$ cat src/rtl/return_address_stack_pkg.sv
`default_nettype none
// +--------------------------------------------------------------------+
// | return_address_stack_pkg: link-register constants, RAS action type |
// | Revision: 1.0                                                      |
// +--------------------------------------------------------------------+
package return_address_stack_pkg;

  localparam logic [4:0] LINK_X1 = 5'd1;
  localparam logic [4:0] LINK_X5 = 5'd5;

  typedef enum logic [1:0] {
    RAS_NONE     = 2'd0,
    RAS_PUSH     = 2'd1,
    RAS_POP      = 2'd2,
    RAS_POP_PUSH = 2'd3
  } ras_action_e;

  function automatic logic is_link(input logic [4:0] reg_idx);
    return (reg_idx == LINK_X1) || (reg_idx == LINK_X5);
  endfunction

endpackage
`default_nettype wire

$ cat src/rtl/return_address_stack_hint_decode.sv
`default_nettype none
// +--------------------------------------------------------------------+
// | ras_hint_decode: maps JAL/JALR rd/rs1 hints onto a stack action    |
// | Revision: 1.0                                                      |
// +--------------------------------------------------------------------+
module ras_hint_decode
  import return_address_stack_pkg::*;
(
  input  logic        Enable_i,
  input  logic        Jal_i,
  input  logic        Jalr_i,
  input  logic [4:0]  Rd_i,
  input  logic [4:0]  Rs1_i,
  output ras_action_e Action_o
);

  logic w_rd_link;
  logic w_rs1_link;

  assign w_rd_link  = is_link(Rd_i);
  assign w_rs1_link = is_link(Rs1_i);

  always_comb begin
    Action_o = RAS_NONE;
    if (Enable_i) begin
      // JAL wins if both instruction flags are raised
      if (Jal_i) begin
        if (w_rd_link) Action_o = RAS_PUSH;
      end else if (Jalr_i) begin
        case ({w_rd_link, w_rs1_link})
          2'b01:   Action_o = RAS_POP;
          2'b10:   Action_o = RAS_PUSH;
          2'b11:   Action_o = (Rd_i == Rs1_i) ? RAS_PUSH : RAS_POP_PUSH;
          default: Action_o = RAS_NONE;
        endcase
      end
    end
  end

endmodule
`default_nettype wire

$ cat src/rtl/return_address_stack.sv
`default_nettype none
// +--------------------------------------------------------------------+
// | return_address_stack: circular return-address predictor stack      |
// | Revision: 1.0                                                      |
// +--------------------------------------------------------------------+
module return_address_stack
  import return_address_stack_pkg::*;
#(
  parameter int NBits = 32,
  parameter int DEPTH = 8
) (
  input  logic                    clk,
  input  logic                    reset,
  input  logic                    Enable_i,
  input  logic                    Jal_i,
  input  logic                    Jalr_i,
  input  logic [4:0]              Rd_i,
  input  logic [4:0]              Rs1_i,
  input  logic [NBits-1:0]        Return_Addr_i,
  output logic [NBits-1:0]        Predicted_Target_o,
  output logic                    Predict_Valid_o,
  output logic [$clog2(DEPTH):0]  Count_o,
  output logic                    Full_o,
  output logic                    Empty_o,
  output logic                    Underflow_o,
  output logic                    Overflow_o
);

  localparam int PTR_W = $clog2(DEPTH);
  localparam int CNT_W = PTR_W + 1;
  localparam logic [CNT_W-1:0] C_DEPTH = CNT_W'(DEPTH);

  ras_action_e            w_action;
  logic [PTR_W-1:0]       r_tos;
  logic [CNT_W-1:0]       r_count;
  logic [NBits-1:0]       r_mem [DEPTH];
  logic                   r_underflow;
  logic                   r_overflow;
  logic                   w_empty;
  logic                   w_full;
  logic                   w_pop_req;
  logic                   w_push;
  logic                   w_pop;
  logic                   w_replace;
  logic [PTR_W-1:0]       w_tos_inc;

  ras_hint_decode u_hint_decode (
    .Enable_i (Enable_i),
    .Jal_i    (Jal_i),
    .Jalr_i   (Jalr_i),
    .Rd_i     (Rd_i),
    .Rs1_i    (Rs1_i),
    .Action_o (w_action)
  );

  assign w_empty   = (r_count == '0);
  assign w_full    = (r_count == C_DEPTH);
  assign w_pop_req = (w_action == RAS_POP) || (w_action == RAS_POP_PUSH);
  // A pop-then-push on an empty stack degrades to a plain push
  assign w_push    = (w_action == RAS_PUSH) || ((w_action == RAS_POP_PUSH) && w_empty);
  assign w_pop     = (w_action == RAS_POP) && !w_empty;
  assign w_replace = (w_action == RAS_POP_PUSH) && !w_empty;
  assign w_tos_inc = r_tos + PTR_W'(1);

  always_ff @(posedge clk) begin
    if (reset) begin
      r_tos       <= '0;
      r_count     <= '0;
      r_underflow <= 1'b0;
      r_overflow  <= 1'b0;
    end else begin
      r_underflow <= w_pop_req && w_empty;
      r_overflow  <= w_push && w_full;
      if (w_push) begin
        r_tos <= w_tos_inc;
        if (!w_full) r_count <= r_count + CNT_W'(1);
      end else if (w_pop) begin
        r_tos   <= r_tos - PTR_W'(1);
        r_count <= r_count - CNT_W'(1);
      end
    end
  end

  // Storage carries no reset; Empty_o masks stale contents
  always_ff @(posedge clk) begin
    if (!reset) begin
      if (w_push)         r_mem[w_tos_inc] <= Return_Addr_i;
      else if (w_replace) r_mem[r_tos]     <= Return_Addr_i;
    end
  end

  assign Predicted_Target_o = w_empty ? '0 : r_mem[r_tos];
  assign Predict_Valid_o    = w_pop_req && !w_empty;
  assign Count_o            = r_count;
  assign Full_o             = w_full;
  assign Empty_o            = w_empty;
  assign Underflow_o        = r_underflow;
  assign Overflow_o         = r_overflow;

endmodule
`default_nettype wire

$ cat config.mk
export PLATFORM = sky130hd
export DESIGN_NAME = return_address_stack
export DESIGN_NICKNAME = d
export VERILOG_FILES = /design/src/rtl/return_address_stack_pkg.sv /design/src/rtl/return_address_stack_hint_decode.sv /design/src/rtl/return_address_stack.sv
export SDC_FILE = /design/constraint.sdc
export NUM_CORES = 1
export LEC_CHECK = 0
export CAP_MARGIN = 20
export CORE_AREA = 2 2 160 162
export DETAILED_ROUTE_END_ITERATION = 8
export DIE_AREA = 0 0 162 164
export HOLD_SLACK_MARGIN = 0.05
export PLACE_DENSITY = 0.59
export SLEW_MARGIN = 20
export SYNTH_ARGS = -nofsm -noshare
export SYNTH_HDL_FRONTEND = slang
export SYNTH_HIERARCHICAL = 1
export SYNTH_SLANG_ARGS = --single-unit
$ cat constraint.sdc
create_clock -name clk -period 7.83 [get_ports clk]
set_clock_uncertainty 0.2 [all_clocks]
set_input_delay 1.566 -clock clk [delete_from_list [all_inputs] [get_ports clk]]
set_output_delay 1.566 -clock clk [all_outputs]
set_load 0.1 [all_outputs]
# == Yosys cells after proc, flatten, opt, wreduce, memory -nomap -nowiden ==
# Memories as Yosys holds them, arrays and structs flattened. A register that Yosys moved wholly into a read port is not among the register bits.
# Index checks and enable logic that the tools add are counted.
# op_classes
n_addsub,4
n_mul,0
n_div,0
magnitude_cmp,0
n_eq_ne,13
n_shift,0
n_mux,24
n_bitwise,0
reduce_logical,15
# ops
operator,count
32-bit two-way mux,2
32-bit OR reduction,1
3-bit two-way mux,5
4-bit two-way mux,3
5-bit by 1-bit == test with 1-bit output (second input constant),2
5-bit by 3-bit == test with 1-bit output (second input constant),2
1-bit two-way mux,9
2-bit == test (second input constant),4
2-bit two-way mux,4
1-bit logical AND,6
2-bit case mux with 3 select lines,1
5-bit == test,1
4-bit by 1-bit adder with 4-bit output (second input constant),1
2-bit by 1-bit == test with 1-bit output (second input constant),2
4-bit == test (second input constant),1
4-bit zero test,1
1-bit logical OR,4
4-bit by 1-bit subtractor with 4-bit output (second input constant),1
3-bit by 1-bit adder with 3-bit output (second input constant),1
3-bit by 1-bit subtractor with 3-bit output (second input constant),1
2-bit inequality test (second input constant),1
2-bit AND reduction,1
2-bit nonzero test,1
1-bit zero test,1
# word_totals
regBits,9
latch_bits,0
ram_bits,256
romBits,0
inputBits,47
output_inout_bits,41
wordCells,61
mem_count,1
# mem_list
name,depth,width,read_ports,rd_clocked_by_memory_dff,wr,line_no,rtl
r_mem,8,32,1,1,1,return_address_stack.sv:36,logic [NBits-1:0] r_mem [DEPTH];

# == Longest topological paths before layout ==
# Gate-level depths: netlist (run 1).
# depth
ltp_word,15
mapped_depth,13
mapped_depth_nobuf,12

# == Cells and area by module ==
# Netlist (run 1), hierarchy kept.
# by_module_without_submodules
module,n_inst,cells_each,area_each_um2,seq_area_each_um2
return_address_stack,1,517,10533.9,7927.6
ras_hint_decode,1,6,55.1,0.0

# == Least setup slack after synthesis (run 1) ==
# Ideal clock, no wire load.
# synth_timing
path_kind,input to register
start,in Jal_i
end,"mem r_mem[6][0], enable pin"
setup_time_ps,432
arrival_time_ps,5205
required_ps,7198
setup_slack_ps,1993
path_stages,6
path_buffers,0
path_cell_list,nand4bb_1 -> a2111oi_1 -> o41ai_4 -> inv_2 -> nand4_1 -> a21oi_1
# synth_between
elab_chain_cells,10
elab_cells_between_ends,17
cone_classes,eq/ne: 2; mux: 11; reduce/logical: 4
# synth_rtl
item,line_no,rtl
start: declaration,return_address_stack.sv:15,"input logic Jal_i,"
2-bit two-way mux *,return_address_stack_hint_decode.sv:27,if (Jal_i) begin
2-bit two-way mux *,return_address_stack_hint_decode.sv:25,if (Enable_i) begin
via w_action[1],return_address_stack.sv:33,ras_action_e w_action;
2-bit == test,"return_address_stack.sv:60, return_address_stack.sv:62",
"1-bit logical AND, on equally long branches","return_address_stack.sv:62, return_address_stack.sv:60",
1-bit two-way mux / 1-bit logical OR (equally long branches),"return_address_stack.sv:88, return_address_stack.sv:60",
1-bit two-way mux,return_address_stack.sv:87,if (w_push) r_mem[w_tos_inc] <= Return_Addr_i;
1-bit two-way mux,return_address_stack.sv:86,if (!reset) begin
1-bit two-way mux (not written as such),return_address_stack.sv:88,else if (w_replace) r_mem[r_tos] <= Return_Addr_i;
32-bit OR reduction (no line),n/a,
3-bit two-way mux (no line) / 1-bit two-way mux (equally long branches),n/a,
end: declaration,return_address_stack.sv:36,
# The timed path passes the listed nets; every way through them passes the cells marked *.

==> results.toml, run 1 <==
[run_status]
status = "finished clean"

[sta]
slew_headroom = 0.346
finalCriticalPeriod_ns = 5.62
worst_pin_slew_ns = 0.978
timing.setup.tns_ns = 0
finalSetupViolCount = 0
setup_ws_ns = 2.21
period_share = 0.717
maxSlewViolCount = 0
rsz0062_at_grt = "false"
fmax_mhz = 178
hold_viol_final = 0

[final_layout]
fin_nets = 670
fill_cells = 2015
utilization = 0.514
antenna_cells = 0
area_growth_pct = 20.4
layout-drive-gt1-share = 0.205

[logic_synthesis]
synth_edf_count = 256
syn_area_sq_um = 10600
ys.flop_type = "edfxtp_1"
synth_cell_types = 43
ys_seq_elements = 268
synth-seq-area-share = 0.749
synth_top_family_by_area = "multiplexers"
synth_common_cells = "256 x edfxtp_1, 64 x mux4_2, 46 x nor2_1"
synth_warnings = 6
yosys.area_share.simple = 0.0371
synthMuxAreaShare = 0.169
synth_cells = 523
synth_xor_xnor_area_share = 0.00744
yosysTopAreaCell = "edfxtp_1"
synth_adder_area_share = 0.00354
synth-compound-area-share = 0.0182
synth_top_area_frac = 0.726
yosysMostFrequentCell = "edfxtp_1"
synth.avg_cell_area_sq_um = 20.2
yosys-top-cells-area = "edfxtp_1 73%, mux4_2 14%, mux2i_1 3.2%, dfxtp_1 2.3%, nor2_1 1.6%"
syn_nets = 573
async_flop_share = 0

[pwr]
power_mw = 3.00
peakVddDrop_v = 0.000172
p_leak_nw = 3.85
p_per_area_nw_per_um2 = 235

[placement]
place_hpwl_mm = 12.2
place_congestion = 0.761
portBuffers = 87
pre_cts_slack_ns = 2.58

[route]
wl_met3_um = 959
drt-total-wl_mm = 21.5
routedLengthMet1_mm = 9.17
vias = 5223
detail_route.wl_per_cell_um = 22.2
vias_per_cell = 5.39
top_layer = "met4"
first_pass_iters = 4
drc_errors = 0
detail-route-antenna-nets = 0
drtIter0Drc = 426
wl_met2_mm = 11.0

[cts]
numCtsBuffers = 28
cts_sinks = 268
ctsResizeCount = 0
clock_latency_ns = 0.53
cts.htree.levels = 1
cts_root_buf = "clkbuf_16"
clkTransAtPathRegs_ns = 0.06
cts_tree = "yes"
post_cts_buffers = 0
cts-hold-fix-buffers = 0
clock_path_buffers = 3

[hold_path]
hp-class = "reg -> reg"

[job]
cap_violations = 0

[global_route]
antenna_found_initial = 0
grtUsageTotal = 0.165
grt_pass1_wl_mm = 33.0
grt_max_degree = 51
grt_overflow = 0
grt_pass1_vias = 5597

[floorplanning]
dieArea_sq_um = 26600
core_area_sq_um = 24800
die_width_um = 162
row_count = 58
initial_core_util = 0.427
ios = 88
die_y_um = 164

[critical_path]
crit_type = "reg -> out"
endpoint_kind = "output port"
required_ns = 6.06
cp.arrival_ns = 3.85
cp-start-kind = "flip-flop"
crit_fanout = 44
[state kept, by name, summed over array words and instances (netlist names), named ones only]
name,flops
Underflow_o,1
Count_o,4
r_tos,3
r_mem,256
Overflow_o,1
[worst paths after layout]
kind	cells after the start	start	endpoint	slack, ns
worst min register to register	2	r_tos[2]$_SDFFE_PP0N_	r_tos[2]$_SDFFE_PP0N_	0.49
worst max register to register	6	Count_o[1]$_SDFFE_PP0P_	r_mem[5][3]$_DFFE_PP_	4.47
worst min-delay path	2	r_tos[2]$_SDFFE_PP0N_	r_tos[2]$_SDFFE_PP0N_	0.49
worst max-delay path	5	flip-flop	Predicted_Target_o[3]	2.21
[placed cells by master (no fill, tap or decap), drive strengths merged, types with 3 or more instances in the layout]
master	n
nand3	6
mux2i	34
inv	4
o21ai	4
edfxtp	256
clkbuf	35
clkinv	12
clkdlybuf4s50	86
nor4	4
dfxtp	12
nand2b	4
ha	3
nor2	47
nand2	3
nor3	3
buf	14
mux4	64
xnor2	7
a21oi	9
nand4	5
[area by class of cell]
cell class / instances / area, sq um / area share
clock inverter: 14 / 90.1 / 0.00707
tap: 330 / 413 / 0.0324
inverter: 4 / 15.0 / 0.00118
multi-input combinational: 218 / 2580 / 0.202
clock buffer: 35 / 748 / 0.0587
sequential: 268 / 7930 / 0.623
timing repair buffer: 100 / 966 / 0.0758
[metrics by stage]
step	instance area (sq um)	hold WS, ns	instances
after floorplan	10600	0.459	523
after global placement	11900	0.454	920
after detailed placement	11900	0.463	920
after CTS	12700	0.478	969
after global routing	12700	0.553	969
final	12700	0.491	969
[worst max-delay path: stages, from the launching register on]
cell and delay [ns]:
dfxtp_4 0.96, buf_4 0.52, mux4_2 0.56, mux2i_1 0.18
nor2_1 0.07, clkdlybuf4s50_1 0.99
[where the power goes]
group / switching [mW] / total (mW) / internal [mW]
logic: 0.118 / 0.204 / 0.0858
registers: 0.0132 / 1.59 / 1.57
clock network: 0.503 / 1.21 / 0.703
total: 0.635 / 3.00 / 2.36
[layer usage]
| metal | vias up | GRT usage |
|---|---|---|
| li1 | 2334 | - |
| met1 | 2736 | 0.225 |
| met2 | 128 | 0.286 |
| met3 | 25 | 0.0230 |
| met4 | 0 | 0.0362 |
| met5 | - | 0 |
[cell families after synthesis]
family	Yosys count
DFF	268
muxes	99
and+or+nand+nor	81
buffers and inverters	37
AOI/OAI and AO/OA	26
xor gates and xnor gates	9
adders and majority gates	3
Note: power is estimated with default switching activity, not from simulation.
==> run 2: changes to the inputs <==
PLACE_DENSITY = 0.61   (was 0.59)
clock period = 4.8 ns   (was 7.83 ns; I/O delays follow)
==> results.toml, run 2 (synthesis results as in run 1) <==
[pwr]
p_leak_nw = 3.96
peakVddDrop_v = 0.000216
sw_frac_of_total = 0.218
intPower_mw = 3.85
p_per_area_nw_per_um2 = 384
p_clk_frac = 0.406
p_seq_frac = 0.526
share_comb_of_total_power = 0.068
switchingPower_mw = 1.07

[route]
wl_met2_mm = 10.4
detail-route-antenna-nets = 0
drt-total-wl_mm = 20.9
routedLengthMet1_mm = 9.12
first_pass_iters = 4
detail_route.wl_per_cell_um = 21.4
vias = 5239
wl_met3_mm = 1.00
drc_errors = 0
top_layer = "met5"
vias_per_cell = 5.36
drtIter0Drc = 336

[sta]
finalCriticalPeriod_ns = 4.31
fmax_mhz = 232
finalSetupViolCount = 0
hold_viol_final = 0
slew_headroom = 0.276
fin_hold_ws_ns = 0.495
worst_pin_slew_ns = 1.08
maxSlewViolCount = 0
rsz0062_at_grt = "false"
period_share = 0.898
timing.setup.tns_ns = 0

[cts]
clock_latency_ns = 0.54
clock_path_buffers = 3
cts_tree = "yes"
clkTransAtPathRegs_ns = 0.06
ctsResizeCount = 0
cts.htree.levels = 1
numCtsBuffers = 27
cts-hold-fix-buffers = 0
cts_root_buf = "clkbuf_16"
post_cts_buffers = 0
cts_sinks = 268

[final_layout]
fill_cells = 2028
antenna_cells = 0
fin_area_sq_um = 12800
largest_reg_flops = 256
final_cell_mix = "256 x edfxtp_1, 64 x mux4_2, 58 x clkdlybuf4s50_1"
layout.cells.non_filler = 977
fin_nets = 676
multi_input_area_sq_um = 2580
regMostFlops = "r_mem"
seq_area_sq_um = 7940
final_common_cell = "edfxtp_1"
layout-drive-gt1-share = 0.261
area_growth_pct = 21.0

[global_route]
grt_max_degree = 45
grt_pass1_vias = 5492
antenna_found_initial = 1
grt_overflow = 0
grtUsageTotal = 0.159
grt_pass1_wl_mm = 32.1

[placement]
placed_cell_area_sq_um = 12000
dp.cells = 927
portBuffers = 87
place_hpwl_mm = 12.5
place_congestion = 0.740

[critical_path]
crit_slowest_cell = "clkdlybuf4s50_1"
path_cells = "nor4_4 > nor2_1 > clkdlybuf4s50_1"
max_stage_delay_ns = 1.02
rr_startpoint = "Count_o[1]$_SDFFE_PP0P_"
endpoint_kind = "output port"
crit_fanout = 13
cp.arrival_ns = 3.15
cp-start-kind = "flip-flop"
required_ns = 3.64
crit_type = "reg -> out"
critPathLaunch = "Count_o[1]$_SDFFE_PP0P_"

[floorplanning]
ios = 88
die_width_um = 162
dieArea_sq_um = 26600
initial_core_util = 0.427
row_count = 58
die_y_um = 164
core_area_sq_um = 24800

[job]
cap_violations = 0

[hold_path]
hp-class = "reg -> reg"
hp-start = "r_tos[2]$_SDFFE_PP0N_"

[run_status]
status = "finished clean"
-- run 2: changes by cell type in the layout (fill, tap and decap cells not counted), moves of 2 or more --
cell             delta
buf_4              +29
clkdlybuf4s50_1    -28
buf_12              +6
clkbuf_1            -2
clkbuf_16           -2
clkinv_2            +2
-- run 2: stage by stage --
stage                     setup WS (ns)  utilization  power [mW]
final                             0.487        0.516        4.92
after global routing              0.329        0.516        5.08
after CTS                         0.384        0.516        4.97
after detailed placement          0.730        0.482        2.98
after global placement            0.878        0.482        2.97
after floorplan                 0.00640            -        2.85
-- run 2: power groups by stage --
stage,Clock [mW],Combinational [mW],Sequential (mW)
finish,2.00,0.333,2.59
global route,2.13,0.358,2.59
CTS,2.04,0.339,2.59
detailed placement,0,0.339,2.64
global placement,0,0.330,2.64
floorplan,0,0.231,2.62
-- run 2: worst max-delay path: cells and delay by family (launching register included) --
| kind | cells | cell delay (ns) |
|---|---|---|
| buf+inv | 1 | 1.02 |
| simple gates | 2 | 1.13 |
| flops | 1 | 0.47 |
-- run 2: worst paths after layout --
kind,slack [ns],end,depth (start not counted)
setup reg to reg,1.81,r_mem[7][6]$_DFFE_PP_,6
hold reg to reg,0.50,flip-flop,2
setup / recovery,0.49,Predicted_Target_o[24],3
hold / removal,0.50,flip-flop,2
-- run 2: area by class of cell --
class                           instances  share of cell area
Clock buffer                           31              0.0539
Inverter                                4             0.00117
Multi-Input combinational cell        218               0.201
Tap cell                              330              0.0322
Sequential cell                       268               0.619
Timing Repair Buffer                  107              0.0799
Clock inverter                         19              0.0123
-- run 2: per-layer routing --
| metal | GRT usage | vias to the layer above |
|---|---|---|
| met5 | 0 | - |
| met4 | 0.0410 | 2 |
| met3 | 0.0263 | 30 |
| met2 | 0.268 | 127 |
| met1 | 0.218 | 2729 |
| li1 | - | 2351 |
